**config.mk**
```make
export PLATFORM = sky130hd
export DESIGN_NAME = channel_scheduler
export DESIGN_NICKNAME = d
export VERILOG_FILES = /design/src/rtl/channel_scheduler_pkg.sv /design/src/rtl/channel_scheduler_llr_map.sv /design/src/rtl/channel_scheduler.sv
export SDC_FILE = /design/constraint.sdc
export NUM_CORES = 1
export LEC_CHECK = 0
export CELL_PAD_IN_SITES_DETAIL_PLACEMENT = 0
export CELL_PAD_IN_SITES_GLOBAL_PLACEMENT = 1
export CORE_ASPECT_RATIO = 0.8
export CORE_UTILIZATION = 25
export DETAILED_ROUTE_END_ITERATION = 7
export PLACE_DENSITY = 0.79
export SLEW_MARGIN = 10
export SYNTH_ARGS = -nofsm -noshare
export SYNTH_HDL_FRONTEND = slang
export SYNTH_SLANG_ARGS = --single-unit
```
**constraint.sdc**
```tcl
create_clock -name clk -period 2.09 [get_ports clk]
set_input_delay 0.418 -clock clk [delete_from_list [all_inputs] [get_ports clk]]
set_output_delay 0.418 -clock clk [all_outputs]
set_load 0.05 [all_outputs]
```
**src/rtl/channel_scheduler_pkg.sv**
```systemverilog
// Shared types and helpers for the channel scheduler: FSM state encoding
// and the saturating LLR magnitude used by the bit-to-LLR mapper.
package channel_scheduler_pkg;

    typedef enum logic {
        IDLE = 1'b0,
        HOLD = 1'b1
    } state_t;

    localparam int FRAME_CNT_W = 16;

    // Largest symmetric magnitude of a BITS-wide two's complement value.
    // The most negative code is excluded so +/- confidence stays symmetric.
    function automatic int llr_mag(input int bits);
        return (1 << (bits - 1)) - 1;
    endfunction

endpackage

```
**src/rtl/channel_scheduler_llr_map.sv**
```systemverilog
// Combinational hard-decision to LLR mapper: bit 0 -> +mag, bit 1 -> -mag.
// When en is low every LLR reads as zero (no frame held).
module llr_map
    import channel_scheduler_pkg::*;
#(
    parameter int N    = 8,
    parameter int BITS = 4
) (
    input  logic                     en,
    input  logic [N-1:0]             bits,
    output logic [N-1:0][BITS-1:0]   llr
);

    localparam logic [BITS-1:0] POS_LLR = BITS'(llr_mag(BITS));
    localparam logic [BITS-1:0] NEG_LLR = BITS'(-llr_mag(BITS));

    // Map every held bit to its signed confidence value.
    always_comb begin
        llr = '0;
        for (int i = 0; i < N; i++) begin
            if (en) begin
                llr[i] = bits[i] ? NEG_LLR : POS_LLR;
            end
        end
    end

endmodule

```
**src/rtl/channel_scheduler.sv**
```systemverilog
// Round-robin channel scheduler. Requesters offer codeword frames; one is
// granted per IDLE cycle, optionally corrupted by a flip mask, held as hard
// bits and presented downstream as LLRs until the decoder takes it.
//
// Handshakes: a transfer happens on a rising edge where valid and ready are
// both high. req_ready is combinational (one-hot grant, only in IDLE, never
// during reset). out_valid is held high in HOLD until out_ready is seen;
// out_llr/out_src stay constant for that whole interval.
module channel_scheduler
    import channel_scheduler_pkg::*;
#(
    parameter int BITS = 4,
    parameter int N    = 8,
    parameter int NREQ = 2
) (
    input  logic                          clk,
    input  logic                          rst,
    input  logic [NREQ-1:0]               req_valid,
    input  logic [NREQ-1:0][N-1:0]        req_data,
    output logic [NREQ-1:0]               req_ready,
    input  logic                          flip_en,
    input  logic [N-1:0]                  flip_mask,
    output logic                          out_valid,
    input  logic                          out_ready,
    output logic [N-1:0][BITS-1:0]        out_llr,
    output logic [$clog2(NREQ)-1:0]       out_src,
    output logic [FRAME_CNT_W-1:0]        frame_cnt,
    output state_t                        fsm_state
);

    localparam int SRC_W = $clog2(NREQ);

    state_t             state;
    logic [N-1:0]       data_q;
    logic [SRC_W-1:0]   rr_ptr;
    logic               grant_found;
    logic [SRC_W-1:0]   grant_idx;
    logic [SRC_W-1:0]   cand;
    logic [SRC_W-1:0]   next_ptr;

    // Rotating priority search: first valid requester at or after rr_ptr.
    always_comb begin
        grant_found = 1'b0;
        grant_idx   = '0;
        cand        = '0;
        for (int k = 0; k < NREQ; k++) begin
            cand = SRC_W'((int'(rr_ptr) + k) % NREQ);
            if (!grant_found && req_valid[cand]) begin
                grant_found = 1'b1;
                grant_idx   = cand;
            end
        end
    end

    // Pointer moves just past the winner so it has lowest priority next time.
    always_comb begin
        next_ptr = (grant_idx == SRC_W'(NREQ - 1)) ? '0 : grant_idx + SRC_W'(1);
    end

    // One-hot ready only for the winner, only while no frame is held.
    always_comb begin
        req_ready = '0;
        if (!rst && state == IDLE && grant_found) begin
            req_ready = NREQ'(1) << grant_idx;
        end
    end

    // Scheduler FSM: capture a frame in IDLE, release it on out_ready in HOLD.
    always_ff @(posedge clk) begin
        if (rst) begin
            state     <= IDLE;
            data_q    <= '0;
            out_src   <= '0;
            rr_ptr    <= '0;
            frame_cnt <= '0;
        end else begin
            case (state)
                IDLE: begin
                    if (grant_found) begin
                        data_q  <= req_data[grant_idx] ^ (flip_en ? flip_mask : '0);
                        out_src <= grant_idx;
                        rr_ptr  <= next_ptr;
                        state   <= HOLD;
                    end
                end
                HOLD: begin
                    if (out_ready) begin
                        frame_cnt <= frame_cnt + 16'd1;
                        state     <= IDLE;
                    end
                end
                default: state <= IDLE;
            endcase
        end
    end

    assign out_valid = (state == HOLD);
    assign fsm_state = state;

    llr_map #(
        .N    (N),
        .BITS (BITS)
    ) u_llr_map (
        .en   (out_valid),
        .bits (data_q),
        .llr  (out_llr)
    );

endmodule

```
== Word level (Yosys, flattened, before mapping) ==
Cells that the tools add are included.

* Logic and storage cells: 53
* Register bits: 27
* Output and inout port bits: 53
* Bits of input ports: 30

* Reduce and logical (&&, ||, !) cells: 7
* Shift operators: 1
* Add/sub/neg operators: 3
* Multiplexer cells: 32
* Bitwise operators: 2
* Order comparisons: 3

{| class="wikitable"
|+ Operators with widths
! operator !! count
|-
| $mux W4 || 16
|-
| $mux W8 || 3
|-
| $add A16 B1 Y16 const B || 1
|-
| $mux W1 || 11
|-
| $xor A8 B8 Y8 || 1
|-
| $lt A1 B2 Y1 const B || 3
|-
| $reduce_and A2 Y1 || 2
|-
| $logic_and A1 B1 Y1 || 3
|-
| $add A1 B1 Y1 const B || 2
|-
| $logic_not A1 Y1 || 2
|-
| $mux W2 || 1
|-
| $pmux W1 S2 || 1
|-
| $shl A1 B1 Y2 const A || 1
|-
| $not A1 Y1 || 1
|}

== Depth between registers and ports, before layout ==
Gate-level depths: netlist of run 1.

* Depth after elaboration: 9
* Depth in mapped cells: 5
* Mapped depth without buffers: 5

== Hierarchy ==
A second synthesis of run 1 with hierarchy kept.

* Cells, all modules: 201
* Area total of the unflattened synthesis: 1,652.8 µm²

{| class="wikitable"
|+ By module, submodules not included
! module !! area each (µm²) !! instances !! seq. area each (µm²) !! cells an instance
|-
| channel_scheduler || 1,422.6 || 1 || 540.5 || 168
|-
| llr_map || 230.2 || 1 || 0.0 || 33
|}

== Worst setup path before layout of run 1 ==
No wires, ideal clock.

* Path type: register -> output
* From: register state, in the netlist fsm_state
* To: output req_ready[1]
* Setup slack: -0.779 ns
* Stages on the path, launching flop included: 3
* Buffers on the path: 1
* Arrival: 2.451 ns
* Required time: 1.672 ns
* Cells stage by stage: dfxtp_1 clkbuf_1 nor4_1

* Cells in the longest elaborated chain, start to end: 4

{| class="wikitable"
|+ RTL lines
! what !! line !! RTL
|-
| from (decl) || channel_scheduler.sv:33 || <nowiki>state_t state;</nowiki>
|-
| from (signal assigned) || channel_scheduler.sv:71 || <nowiki>state <= IDLE;</nowiki>
|-
| from (signal assigned) || channel_scheduler.sv:83 || <nowiki>state <= HOLD;</nowiki>
|-
| from (signal assigned) || channel_scheduler.sv:89 || <nowiki>state <= IDLE;</nowiki>
|-
| $not A1 Y1 (no line) || n/a ||
|-
| $logic_and A1 B1 Y1 (2 in a row) || channel_scheduler.sv:63 || <nowiki>if (!rst && state == IDLE && grant_found) begin</nowiki>
|-
| $mux W2 || channel_scheduler.sv:63 ||
|-
| to (decl) || channel_scheduler.sv:20 || <nowiki>output logic [NREQ-1:0] req_ready,</nowiki>
|}

No other way between the ends.

== Worst setup path in the final report of run 1 ==
* From: input req_valid[0]
* To: output req_ready[0]

* Cells in the longest elaborated chain, start to end: 8
* Elaborated cells on any way between the ends: 13
* Classes of those cells: shift (1); mux (9); reduce/logical (3)

{| class="wikitable"
|+ RTL lines
! what !! line !! RTL
|-
| from (decl) || channel_scheduler.sv:18 || <nowiki>input logic [NREQ-1:0] req_valid,</nowiki>
|-
| $mux W1 (implied by the code) (2 in a row) || channel_scheduler.sv:48 || <nowiki>if (!grant_found && req_valid[cand]) begin</nowiki>
|-
| $mux W1 || channel_scheduler.sv:48 ||
|-
| $logic_not A1 Y1 || channel_scheduler.sv:48 ||
|-
| $logic_and A1 B1 Y1 || channel_scheduler.sv:48 ||
|-
| $mux W1 || channel_scheduler.sv:48 ||
|-
| $shl A1 B1 Y2 / $logic_and A1 B1 Y1 (equally long branches) || channel_scheduler.sv:64, channel_scheduler.sv:63 ||
|-
| $mux W2 * || channel_scheduler.sv:63 ||
|}

Mark *: on every way between the ends. The rest lies on a longest branch, timed or not. The select of a mux whose other input is x is not followed.

==> results of run 1 <==
## layer usage
layer	track usage (%)	wire, um	up-vias
met2	23.5	2170	50
met5	0	0	-
met3	3.83	281	4
met1	16.7	2120	749
li1	-	-	842
met4	3.65	61	0
## sequential cells by signal (all words and copies together), names as in the netlist
signal,flops
out_src,1
rr_ptr,1
frame_cnt,16
fsm_state,1
data_q,8
## worst min-delay path, delay by kind of cell, from the launching register on
family / cells / cell delay, ps
flops: 1 / 350
simple gates: 1 / 60
compound gates: 1 / 50
## how the worst max path moves through the flow
| stage | endpoint | slack [ps] | depth (start not counted) |
|---|---|---|---|
| CTS | req_ready[0] | 6 | 5 |
| global placement | req_ready[0] | 5 | 5 |
| floorplan | req_ready[1] | 50 | 2 |
| global route | frame_cnt[3] | 20 | 1 |
| finish | req_ready[0] | 60 | 5 |
| detailed placement | req_ready[0] | -20 | 5 |
## cells in the mapped netlist, types with 5 or more instances
library cell               n  share of area (%)
sky130_fd_sc_hd__inv_1     5                1.2
sky130_fd_sc_hd__and2_1    8                3.1
sky130_fd_sc_hd__nand2_1  23                5.4
sky130_fd_sc_hd__nor2_1   27                6.3
sky130_fd_sc_hd__buf_4    17                7.9
sky130_fd_sc_hd__nand3_1  12                3.7
sky130_fd_sc_hd__and3_1    9                3.5
sky130_fd_sc_hd__o21ai_0  10                3.1
sky130_fd_sc_hd__a21oi_1  15                4.7
sky130_fd_sc_hd__o31ai_1   8                3.7
sky130_fd_sc_hd__dfxtp_1  27                 34
sky130_fd_sc_hd__xnor2_1   9                4.9
## what timing repair did
action | in CTS | in global routing
setup buffers | 0 | 0
setup endpoints to repair | 2 | 1
endpoints found under the hold margin | 0 | 0
gates resized for setup | 3 | 1
## final cells by class
type,instances,area [um2]
clock inverters,1,5.00
multi-input cells,150,981
inverters,5,18.8
well taps,81,101
fillers,619,3300
repair buffers,97,1080
clock buffers,3,41.3
flip-flops and latches,27,544
## power by group through the flow
stage / sequential, W / combinational [W] / clock [W]
global route: 0.000579 / 0.000673 / 0.000338
floorplan: 0.000594 / 0.000366 / 0
finish: 0.000573 / 0.000645 / 0.000300
global placement: 0.000584 / 0.000639 / 0
detailed placement: 0.000586 / 0.000643 / 0
CTS: 0.000575 / 0.000649 / 0.000318
## kinds of logic after synthesis
family,Yosys count,synth area share (%)
multiplexers,2,1.40
buffers and inverters,31,11.3
flip-flops,27,33.5
AO/OA/AOI/OAI,37,13.7
AND/OR/NAND/NOR,100,33.8
adder cells (fa/ha/maj),1,0.776
XOR/XNOR,10,5.43
## per-stage QoR
step                      total power [W]  instance area (um2)  TNS, ps
after CTS                         0.00154                 2770        0
after detailed placement          0.00123                 2700    -19.3
after floorplan                  0.000959                 1690        0
final                             0.00152                 2770        0
after global routing              0.00159                 2770        0
after global placement            0.00122                 2700        0
==> flow_results.org, run 1 <==
** Global routing
- Global routing used 13.6% of the available tracks across all layers.
- Largest net degree at the start of global routing :: 27
- The via count of the first global-routing pass is 1504.
- After global routing the overflow that remains totals 0.
- The number of antenna violations at the first check in global routing came to 0.
- First-pass GRT wire length :: 7200 um

** Power and ir drop
- Across the VDD grid, the largest voltage drop is 0.268 mV.
- Sequential fraction of design power :: 37.8%
- Per report_power, the combinational group accounts for 42.5% of the total.
- Net switching is 37.3% of the power.
- Power density relative to cell area :: 548 nW/um2
- Power Internal :: 0.000953 W
- P_sw :: 0.000566 W
- Leak :: 1.08 nW
- The clock network accounts for 19.8% of the total power.

** STA
- After layout, the worst setup slack is 59.6 ps.
- Fin crit share :: 97.1%
- Setup repair after global routing missed its margin :: false
- The final count of hold timing violations came to 0.
- Post-layout minimum cycle time :: 2030 ps
- On the final layout, the worst hold slack is 503 ps.
- Between clock sinks in the finished design, the worst skew comes to 11.1 ps.
- Actual slew at the worst max-slew pin :: 524 ps
- Setup violations remaining at the end of the flow were counted as 0.
- Slew headroom :: 64.9%
- Max-slew violation count :: 0
- For this run, the top clock speed supported by timing is 0.493 GHz.

** CTS
- Clock insertion delay at the later pin of the skew report :: 270 ps
- Clock tree root buffer cell :: sky130_fd_sc_hd__clkbuf_8
- For this design, the CTS-stage hold fixing added 0 buffers.
- Clock transition at path regs :: 100 ps
- Clock H-tree levels :: 1
- Counting the buffers created by CTS gives 3.
- The clock drives 27 sinks.
- The longest clock path from root to sink contains 2 buffers.
- TritonCTS built the clock tree.

** Cells and area
- Leaving out fill and tap cells, the most frequent cell in the layout is sky130_fd_sc_hd__clkdlybuf4s50_1.
- Final net count :: 315
- Antenna diode count :: 0
- The top cell types in the final layout, fill and taps aside, are 44 x sky130_fd_sc_hd__clkdlybuf4s50_1, 33 x sky130_fd_sc_hd__buf_4, 26 x sky130_fd_sc_hd__dfxtp_1, 23 x sky130_fd_sc_hd__nand2_1.
- Fraction of layout cells with a size suffix above 1 :: 27.9%
- Layout-stage area growth over the synthesis result :: 71.9%
- Core Util, Final :: 45.7%
- Final instance count without filler cells :: 364

** Placement
- Once detailed placement completed, the half-perimeter wirelength came to 3580 um.
- Placed cell count :: 360
- Count of input and output buffers :: 82
- The congestion estimate from routability-driven global placement came to 0.753.
- Pre-CTS setup slack :: -19.3 ps

** Outcome
- The flow ran to the end, and the final reports show no timing, DRC or antenna violations.

** Yosys
- Number of register bits inferred by synthesis :: 27
- A synthesized cell averages 7.75 um2.
- Instance count of the mapped netlist :: 208
- Synthesized net count :: 239
- Counting flops with a built-in enable in the synthesized netlist gives 0.
- Total number of yosys warnings :: 0
- Cell variety after synth :: 33
- In this run the cell area of the synthesized design comes to 1610 um2.
- Proportion of synthesized chip area in sequential cells :: 33.5%
- Proportion of synthesized flip-flops having asynchronous set or reset :: 0%
- Synth Flop Type :: sky130_fd_sc_hd__dfxtp_1

** Job
- The tool flagged a number of max-cap violations equal to 0.

** Setup path
- Critical path start-end classification :: input port to primary output
- The worst register-to-register path ends at frame_cnt[15].
- Data on the critical path arrives at its endpoint at 1610 ps.
- Setup slack on the worst reg-to-reg path comes out at 510 ps.
- R2r startpoint :: frame_cnt[7]
- Among all stages on the critical path, the largest delay is contributed by sky130_fd_sc_hd__clkdlybuf4s50_1.
- The worst setup path is captured at a primary output.
- Worst Setup SP :: req_valid[0]
- Top delay family on crit path :: buffers and inverters
- The worst setup path is launched from an input port.
- Together, buffers and inverters on the worst path number 2.
- The signal on the critical path passes through clkdlybuf4s50_1 > nor2_1 > or3_4 > a21oi_4 > buf_12.
- Maximum fanout count along the critical path :: 2
- The largest single stage delay on the critical path is 480 ps.
- At the worst endpoint, the required time is 1670 ps.
- The number of cells on the worst reg-to-reg path is 4.

** Floorplan
- The initial utilization of the core area, before any placement, comes to 26.6%.
- Measured along the x axis, the die boundary spans 91.8 um.
- The region available for standard cell placement spans 6070 um2.
- Row cnt :: 25
- From bottom edge to top edge, the die measures 73.8 um.
- Area of the die :: 6780 um2
- Count of boundary I/O pins :: 83

** Detailed routing
- After detailed routing, the average wire length per cell comes to 12.7 um.
- Detailed-route DRC error count :: 0
- The first detailed-routing pass took 4 iterations.
- DRC violation total after the first TritonRoute iteration :: 44
- Total vias in the final route :: 1645
- The routed design has 4630 um of wire.
- Via/cell ratio :: 4.52
- The count of nets left with antenna violations once routing finished came out at 0.

** Hold path
- Worst hold path depth :: 2
- In this run the most critical hold path is launched from data_q[3].
- Hold Crit Endpoint :: data_q[3]
- Worst min path class :: flip-flop to flip-flop
Note: power is estimated with default switching activity, not from simulation.
==> inputs of run 2 (changes only) <==
--- a/config.mk
+++ b/config.mk
@@ -11,6 +11,7 @@
 export CORE_UTILIZATION = 25
 export DETAILED_ROUTE_END_ITERATION = 7
 export PLACE_DENSITY = 0.79
+export SKIP_CTS_REPAIR_TIMING = 1
 export SLEW_MARGIN = 10
 export SYNTH_ARGS = -nofsm -noshare
 export SYNTH_HDL_FRONTEND = slang
==> run 2 against run 1 <==
Against the previous run:
- die area is the same
- total power is essentially flat
- clock-buffer cell count is the same
- register-to-register slack lost 20 ps
- sequential cell count is the same
- critical path depth is the same
- sequential share of layout area is the same
- utilization is the same
- cell area is the same
- via count grew 0.30%
- highest routed layer unchanged
==> flow_results.org, run 2 (synthesized netlist as in run 1, its figures left out) <==
** Global routing
- The via count of the first global-routing pass was 1496 (-0.53%).
- Residual overflow from global routing :: 0 (unchanged)
- The overall fraction of global-route tracks in use came to 13.4% (-0.13 points).
- First-pass GRT wire length :: 7140 um (-0.86%)
- The maximum number of pins on one net before global-route repair was 27 (unchanged).
- The number of antenna violations at the first check in global routing is 0 (unchanged).

** Floorplan
- The standard-cell row count is 25 (unchanged).
- The area enclosed by the die boundary came to 6780 um2 (unchanged).
- The area of the placeable core came to 6070 um2 (unchanged).
- The I/O pin count was 83 (unchanged).
- The initial cell density of the core is 26.6% (unchanged).
- The die extent in x came to 91.8 um (unchanged).
- The height of the die came to 73.8 um (unchanged).

** Cells and area
- The largest registers in the layout are frame_cnt: 16 flops, data_q: 8 flops.
- Most frequent cells in the layout :: 44 x sky130_fd_sc_hd__clkdlybuf4s50_1, 33 x sky130_fd_sc_hd__buf_4, 26 x sky130_fd_sc_hd__dfxtp_1, 23 x sky130_fd_sc_hd__nand2_1
- Number of flip-flops in the largest register :: 16 (unchanged)
- The antenna diode count is 0 (unchanged).
- The layout cell share with drive strength beyond 1 came to 27.9% (unchanged).
- The final design utilization is 45.7% (unchanged).
- The signed area change from the synthesized netlist to the final layout was 71.9% (unchanged).
- Final net count :: 315 (unchanged)
- More flip-flops sit in one register than any other, and that register is frame_cnt.
- Non-Filler Cell Area, Final :: 2770 um2 (unchanged)
- Commonest non-fill, non-tap cell in the layout :: sky130_fd_sc_hd__clkdlybuf4s50_1

** Setup path
- The signal on the critical path passes through clkdlybuf4s50_1 > nor2_1 > or3_4 > a21oi_4 > buf_12.
- Required time at the endpoint of the critical path :: 1670 ps (about the same)
- The number of buffers and inverters on the critical path is 2 (unchanged).
- Slowest stage cell on the critical path :: sky130_fd_sc_hd__clkdlybuf4s50_1
- Launching element type of the critical path :: input port
- Data arrival at the endpoint of the critical path :: 1610 ps (about the same)
- The worst setup path is of the input port to primary output kind.
- The highest fanout seen on the critical path is 2 (unchanged).
- Crit. End Element :: primary output
- Critical path's largest stage delay :: 480 ps (about the same)
- Top delay family on crit path :: buffers and inverters

** STA
- The tightest hold margin came to 503 ps (+0.209 ps).
- The final critical-path required period came to 2030 ps (+0.00370 ps).
- Worst Skew :: 12.5 ps (+1.34 ps)
- Max-slew violation count :: 0 (unchanged)
- Setup repair after global routing missed its margin :: false
- Final setup fails :: 0 (unchanged)
- Number of failing hold endpoints at the final stage :: 0 (unchanged)
- Actual slew at the worst max-slew pin :: 525 ps (+0.872 ps)
- Max frequency :: 0.493 GHz (about the same)
- Slew headroom :: 64.9% (about the same)
- Fin crit share :: 97.1% (about the same)

** Detailed routing
- The via-per-instance ratio is 4.53 (+0.30%).
- The routed wire length was 4630 um (about the same).
- DRC violation total after the first TritonRoute iteration :: 44 (unchanged)
- The number of nets still failing antenna checks after routing is 0 (unchanged).
- Post-DR wirelength/cell :: 12.7 um (about the same)
- Detailed-route DRC error count :: 0 (unchanged)
- Initial DRT Pass Iterations :: 4 (unchanged)
- Total vias in the final route :: 1650 (+0.30%)

** Power and ir drop
- Overall power consumption :: 0.00152 W (about the same)
- The static power due to leakage came to 1.08 nW (unchanged).
- Power density relative to cell area :: 548 nW/um2 (about the same)
- The worst voltage drop across the vdd grid came to 0.269 mV (+0.34%).

** Placement
- The instance area after placement was 2700 um2 (unchanged).
- The post-detailed-placement half-perimeter wirelength came to 3580 um (unchanged).
- Gp weighted congestion :: 0.753 (unchanged)
- The count of buffers inserted at the top-level ports is 82 (unchanged).

** CTS
- The total number of clock tree sinks was 27 (unchanged).
- The total clock buffers created by CTS is 3 (unchanged).
- Clock tree synthesis selected as its root buffer the cell sky130_fd_sc_hd__clkbuf_8.
- Clock insertion delay at the later pin of the skew report :: 280 ps (about the same)
- The CTS H-tree depth was 1 (unchanged).
- The maximum number of buffers from clock root to sink was 2 (unchanged).
- TritonCTS built the clock tree.
- Clock transition at path regs :: 100 ps (about the same)

** Outcome
- Run status :: complete, no violations

** Job
- The max-capacitance violation count is 0 (unchanged).

** Hold path
- Worst min path class :: flip-flop to flip-flop
==> run 2: path summary, 6_finish.rpt <==
path | from | endpoint | slack [ps] | cells after the start
hold / removal | data_q[3] | data_q[3] | 500 | 2
setup / recovery | req_valid[0] | req_ready[0] | 60 | 5
hold reg to reg | data_q[3] | data_q[3] | 500 | 2
setup reg to reg | frame_cnt[7] | frame_cnt[15] | 490 | 4
==> run 2: power breakdown <==
group	switching [W]	internal, W
sequential	0.0000367	0.000537
clock	0.000168	0.000134
combinational	0.000362	0.000282
total	0.000567	0.000953
==> run 2: metrics by stage <==
stage / setup TNS [ps] / setup WS, ps / cells
after floorplan: 0 / 50.7 / 208
after global placement: 0 / 4.61 / 360
after detailed placement: -19.3 / -19.3 / 360
after CTS: -34.4 / -32.0 / 364
after global routing: 0 / 15.9 / 364
final: 0 / 59.6 / 364
==> run 2: worst register-to-register path, cell delays in order, from the launching register on <==
cell and delay, ps:
sky130_fd_sc_hd__dfxtp_1 450, sky130_fd_sc_hd__nand4_2 210, sky130_fd_sc_hd__nor3_2 290, sky130_fd_sc_hd__and3_1 200, sky130_fd_sc_hd__mux2_2 320
==> run 2: area by class of cell <==
type                       instances  area, um2
timing repair buffer              97       1080
clock inverter                     1       5.00
multi-input combinational        150        981
sequential                        27        544
clock buffer                       3       41.3
tap                               81        101
inverter                           5       18.8
fill                             619       3300
==> run 2: metal layers <==
| metal | up-vias | global-route usage (%) | share of wire (%) | routed length (um) |
|---|---|---|---|---|
| li1 | 843 | - | - | - |
| met1 | 753 | 16.5 | 46 | 2120 |
| met2 | 50 | 23.2 | 47 | 2160 |
| met3 | 4 | 3.83 | 6.1 | 283 |
| met4 | 0 | 3.65 | 1.3 | 62 |
| met5 | - | 0 | 0 | 0 |
==> inputs of run 3 (changes only) <==
--- a/config.mk
+++ b/config.mk
@@ -10,9 +10,11 @@
 export CORE_ASPECT_RATIO = 0.8
 export CORE_UTILIZATION = 25
 export DETAILED_ROUTE_END_ITERATION = 7
-export PLACE_DENSITY = 0.79
+export MAX_ROUTING_LAYER = met4
+export PLACE_DENSITY = 0.78
 export SKIP_CTS_REPAIR_TIMING = 1
 export SLEW_MARGIN = 10
 export SYNTH_ARGS = -nofsm -noshare
 export SYNTH_HDL_FRONTEND = slang
+export SYNTH_HIERARCHICAL = 1
 export SYNTH_SLANG_ARGS = --single-unit
==> run 3 against run 2 <==
Against the previous run:
- sequential share of layout area fell by 1.2 points
- synthesized cell count shrank 3.4%
- synthesized area is 2.5% higher
- clock skew shrank 4.2 ps
- setup slack improved by 51 ps
- sequential power down 2%
- die area up 2.4%
- register-to-register slack lost 30 ps
- wire length up 1.4%
- sequential cell count did not move
- via count down 0.18%
- clock power barely moved
==> flow_results.org, run 3 <==
** Outcome
- Run status :: complete, no violations

** Detailed routing
- The violation count after the first detailed-route iteration was 78 (+77%).
- The number of nets still failing antenna checks after routing is 0 (unchanged).
- Detailed-route DRC error count :: 0 (unchanged)
- Initial DRT Pass Iterations :: 4 (unchanged)
- The wire length per cell after detailed routing was 13.3 um (+4.3%).
- Via/cell ratio :: 4.65 (+2.6%)
- Total vias in the final route :: 1647 (-0.18%)
- Total detailed-routing wirelength :: 4690 um (+1.4%)

** Yosys
- Cells taking the most area after synthesis :: sky130_fd_sc_hd__dfxtp_1 33%, sky130_fd_sc_hd__buf_4 8.6%, sky130_fd_sc_hd__xor2_1 5.3%
- Post-synthesis area per instance :: 8.22 um2 (+6.1%)
- Number of flops mapped to enable cells by yosys :: 0 (unchanged)
- The number of unique standard cell types used by synthesis was 35 (+6.1%).
- Share of the synthesized area in the top cell type :: 32.7% (-0.81 points)
- The gate count after technology mapping came to 201 (-3.4%).
- Synthesized cell area :: 1650 um2 (+2.5%)
- The post-synthesis net count came to 232 (-2.9%).
- Synth Flop Type :: sky130_fd_sc_hd__dfxtp_1
- Cell types with the highest counts after synthesis :: 27 x sky130_fd_sc_hd__dfxtp_1, 19 x sky130_fd_sc_hd__buf_4, 17 x sky130_fd_sc_hd__a21oi_1
- Number of register bits inferred by synthesis :: 27 (unchanged)
- The proportion of register bits with asynchronous set or reset after synthesis came to 0% (unchanged).
- The largest total area in the synthesized netlist belongs to sky130_fd_sc_hd__dfxtp_1.
- sky130_fd_sc_hd__dfxtp_1 is the most common cell in the netlist.
- Proportion of synthesized chip area in sequential cells :: 32.7% (-0.81 points)
- The Yosys warning count came to 6 (+6).

** Power and ir drop
- Power density relative to cell area :: 538 nW/um2 (-1.9%)
- Worst IR Drop VDD :: 0.272 mV (+1.2%)
- The static power due to leakage came to 1.20 nW (+11%).

** CTS
- TritonCTS built the clock tree.
- The insertion delay of the later-clocked pin in the worst-skew pair is 280 ps (about the same).
- The register clock-pin slew on the reported worst setup and hold paths is 90 ps (about the same).
- Clock buffer count from CTS :: 3 (unchanged)
- The total number of clock tree sinks is 27 (unchanged).
- The CTS H-tree depth came to 1 (unchanged).
- The maximum number of buffers from clock root to sink was 2 (unchanged).
- The root buffer cell chosen for the clock tree is sky130_fd_sc_hd__clkbuf_8.

** Floorplan
- Row cnt :: 26 (+4.0%)
- The I/O pin count was 83 (unchanged).
- The initial cell density of the core is 25.9% (-0.66 points).
- Die X-Extent :: 92.9 um (+1.2%)
- The height of the die came to 74.7 um (+1.2%).
- The area enclosed by the die boundary was 6940 um2 (+2.4%).
- Floorplan core area :: 6380 um2 (+5.1%)

** Setup path
- Register-to-register setup slack :: 460 ps (-30 ps)
- Critical path start-end classification :: input port to primary output
- The number of stages on the worst setup path is 5 (unchanged).
- The worst register-to-register path begins at frame_cnt[3].
- The slowest stage of the critical path is the sky130_fd_sc_hd__clkdlybuf4s50_1 cell.
- The data arrival time of the worst path came to 1560 ps (-50 ps).
- Reg2reg path depth :: 4 (unchanged)
- The worst setup path is captured at a primary output.
- The longest individual stage delay on the worst path came to 500 ps (+20 ps).
- Top delay family on crit path :: buffers and inverters
- The number of buffers and inverters on the critical path came to 2 (unchanged).
- The critical path goes through clkdlybuf4s50_1 > o21bai_1 > or2_4 > a21oi_4 > buf_12.
- The highest fanout seen on the critical path came to 3 (+1).
- The required time reported for the critical path endpoint is 1670 ps (about the same).
- Worst reg2reg endpoint :: frame_cnt[15]
- STA classifies the critical path startpoint as an input port.

** STA
- Actual slew at the worst max-slew pin :: 702 ps (+177 ps)
- Post-layout minimum cycle time :: 1980 ps (-50.8 ps)
- Final setup fails :: 0 (unchanged)
- The final count of hold timing violations is 0 (unchanged).
- Setup repair after global routing missed its margin :: false
- Fin crit share :: 94.7% (-2.4 points)
- The max-slew headroom at the worst pin is 53.1% (-12 points).
- The final count of pins violating max slew came to 0 (unchanged).
- The clock skew was 8.25 ps (-4.22 ps).
- TNS Setup :: 0 ps (unchanged)
- Max frequency :: 0.505 GHz (+2.6%)

** Hold path
- In this run the most critical hold path is launched from frame_cnt[15].
- The number of cells traversed by the worst hold path was 2 (unchanged).
- The tightest min-delay check is of the flip-flop to flip-flop type.
- Hold Crit Endpoint :: frame_cnt[15]

** Cells and area
- The number of filler instances in the final layout came to 628 (+1.5%).
- The number of nets in the layout was 302 (-4.1%).
- The register with the most flip-flops in the final layout is frame_cnt.
- Most frequent cells in the layout :: 45 x sky130_fd_sc_hd__clkdlybuf4s50_1, 37 x sky130_fd_sc_hd__buf_12, 26 x sky130_fd_sc_hd__dfxtp_1, 16 x sky130_fd_sc_hd__a21oi_1, 15 x sky130_fd_sc_hd__nand2_1
- Layout-stage area growth over the synthesis result :: 77.8%
- The final design utilization came to 46.1% (+0.40 points).
- The antenna diode count came to 0 (unchanged).
- Leading registers by flop count :: frame_cnt: 16 flops, data_q: 8 flops
- The library cell used most frequently in the layout, excluding fill and tap cells, is sky130_fd_sc_hd__clkdlybuf4s50_1.
- Fraction of layout cells with a size suffix above 1 :: 25.2% (-2.7 points)
- Number of flip-flops in the largest register :: 16 (unchanged)

** Global routing
- The wire length of the first global-routing pass is 7530 um (+5.4%).
- Residual overflow from global routing :: 0 (unchanged)
- Number of global-route vias before repair :: 1538 (+2.8%)
- Largest net degree at the start of global routing :: 27 (unchanged)
- The number of antenna violations at the first check in global routing was 0 (unchanged).
- All-Layer GR Usage :: 14.0% (+0.53 points)

** Placement
- Gp weighted congestion :: 0.753 (about the same)
- Detailed placement HPWL :: 3670 um (+2.5%)
- The count of buffers inserted at the top-level ports was 82 (unchanged).

** Job
- Max-cap violations :: 0 (unchanged)
[run 3: cell types whose count changed in the layout (fill, tap and decap cells not counted), sizes merged, moves of 7 or more]
cell / change
nor2: -15
xnor2: -9
xor2: +9
a2111oi: +8
a21o: +8
a221o: +8
nand3: -7
o21ai: -7
[run 3: cell type report]
type	count	area (um2)	share of cell area [%]
timing repair buffer	96	1300	44.3
multi-input combinational	142	941	32.0
sequential	27	542	18.4
tap	84	105	3.58
clock buffer	3	41.3	1.40
clock inverter	1	5.00	0.170
inverter	1	3.75	0.128
[run 3: how the worst max path moves through the flow]
stage	from	slack, ps	to
floorplan	fsm_state	60	req_ready[0]
global placement	req_valid[1]	60	req_ready[0]
detailed placement	req_valid[1]	20	req_ready[0]
CTS	req_valid[1]	9	req_ready[0]
global route	req_valid[0]	40	req_ready[0]
finish	req_valid[0]	110	req_ready[0]
[run 3: kinds of logic after synthesis]
family,count (synthesis),synth area share (%)
AOI/OAI and AO/OA,49,21.0
xor gates and xnor gates,10,5.30
adders and majority gates,1,0.757
buffers and inverters,32,12.3
DFF,27,32.7
and+or+nand+nor,82,27.9
[run 3: routing by layer]
| layer | global-route usage [%] | vias to the layer above | share of wire [%] | wire length, um |
|---|---|---|---|---|
| met2 | 22.5 | 39 | 46 | 2180 |
| met1 | 18.4 | 764 | 48 | 2270 |
| met5 | - | - | 0 | 0 |
| li1 | - | 842 | - | - |
| met4 | 2.56 | 0 | 0.49 | 23 |
| met3 | 2.83 | 2 | 4.6 | 216 |
[run 3: metrics by stage]
step / std cells / power (W) / setup WS, ps / cell area, um2 / hold WS, ps
after floorplan: 201 / 0.000950 / 60.5 / 1680 / 465
after global placement: 350 / 0.00128 / 63.8 / 2880 / 467
after detailed placement: 350 / 0.00129 / 20.2 / 2880 / 475
after CTS: 354 / 0.00160 / 9.21 / 2930 / 487
after global routing: 354 / 0.00166 / 41.8 / 2940 / 519
final: 354 / 0.00158 / 110 / 2940 / 480
[run 3: where the power goes]
part	leakage [nW]	switching, W	internal, W
registers	0.220	0.0000226	0.000537
clock network	0.0255	0.000172	0.000134
logic	0.954	0.000371	0.000344
[run 3: worst register-to-register path, cell delays in order (launching register included)]
cell	delay (ps)
sky130_fd_sc_hd__dfxtp_1	440
sky130_fd_sc_hd__and4_1	370
sky130_fd_sc_hd__nand2_4	110
sky130_fd_sc_hd__or4_1	510
sky130_fd_sc_hd__a21oi_1	140
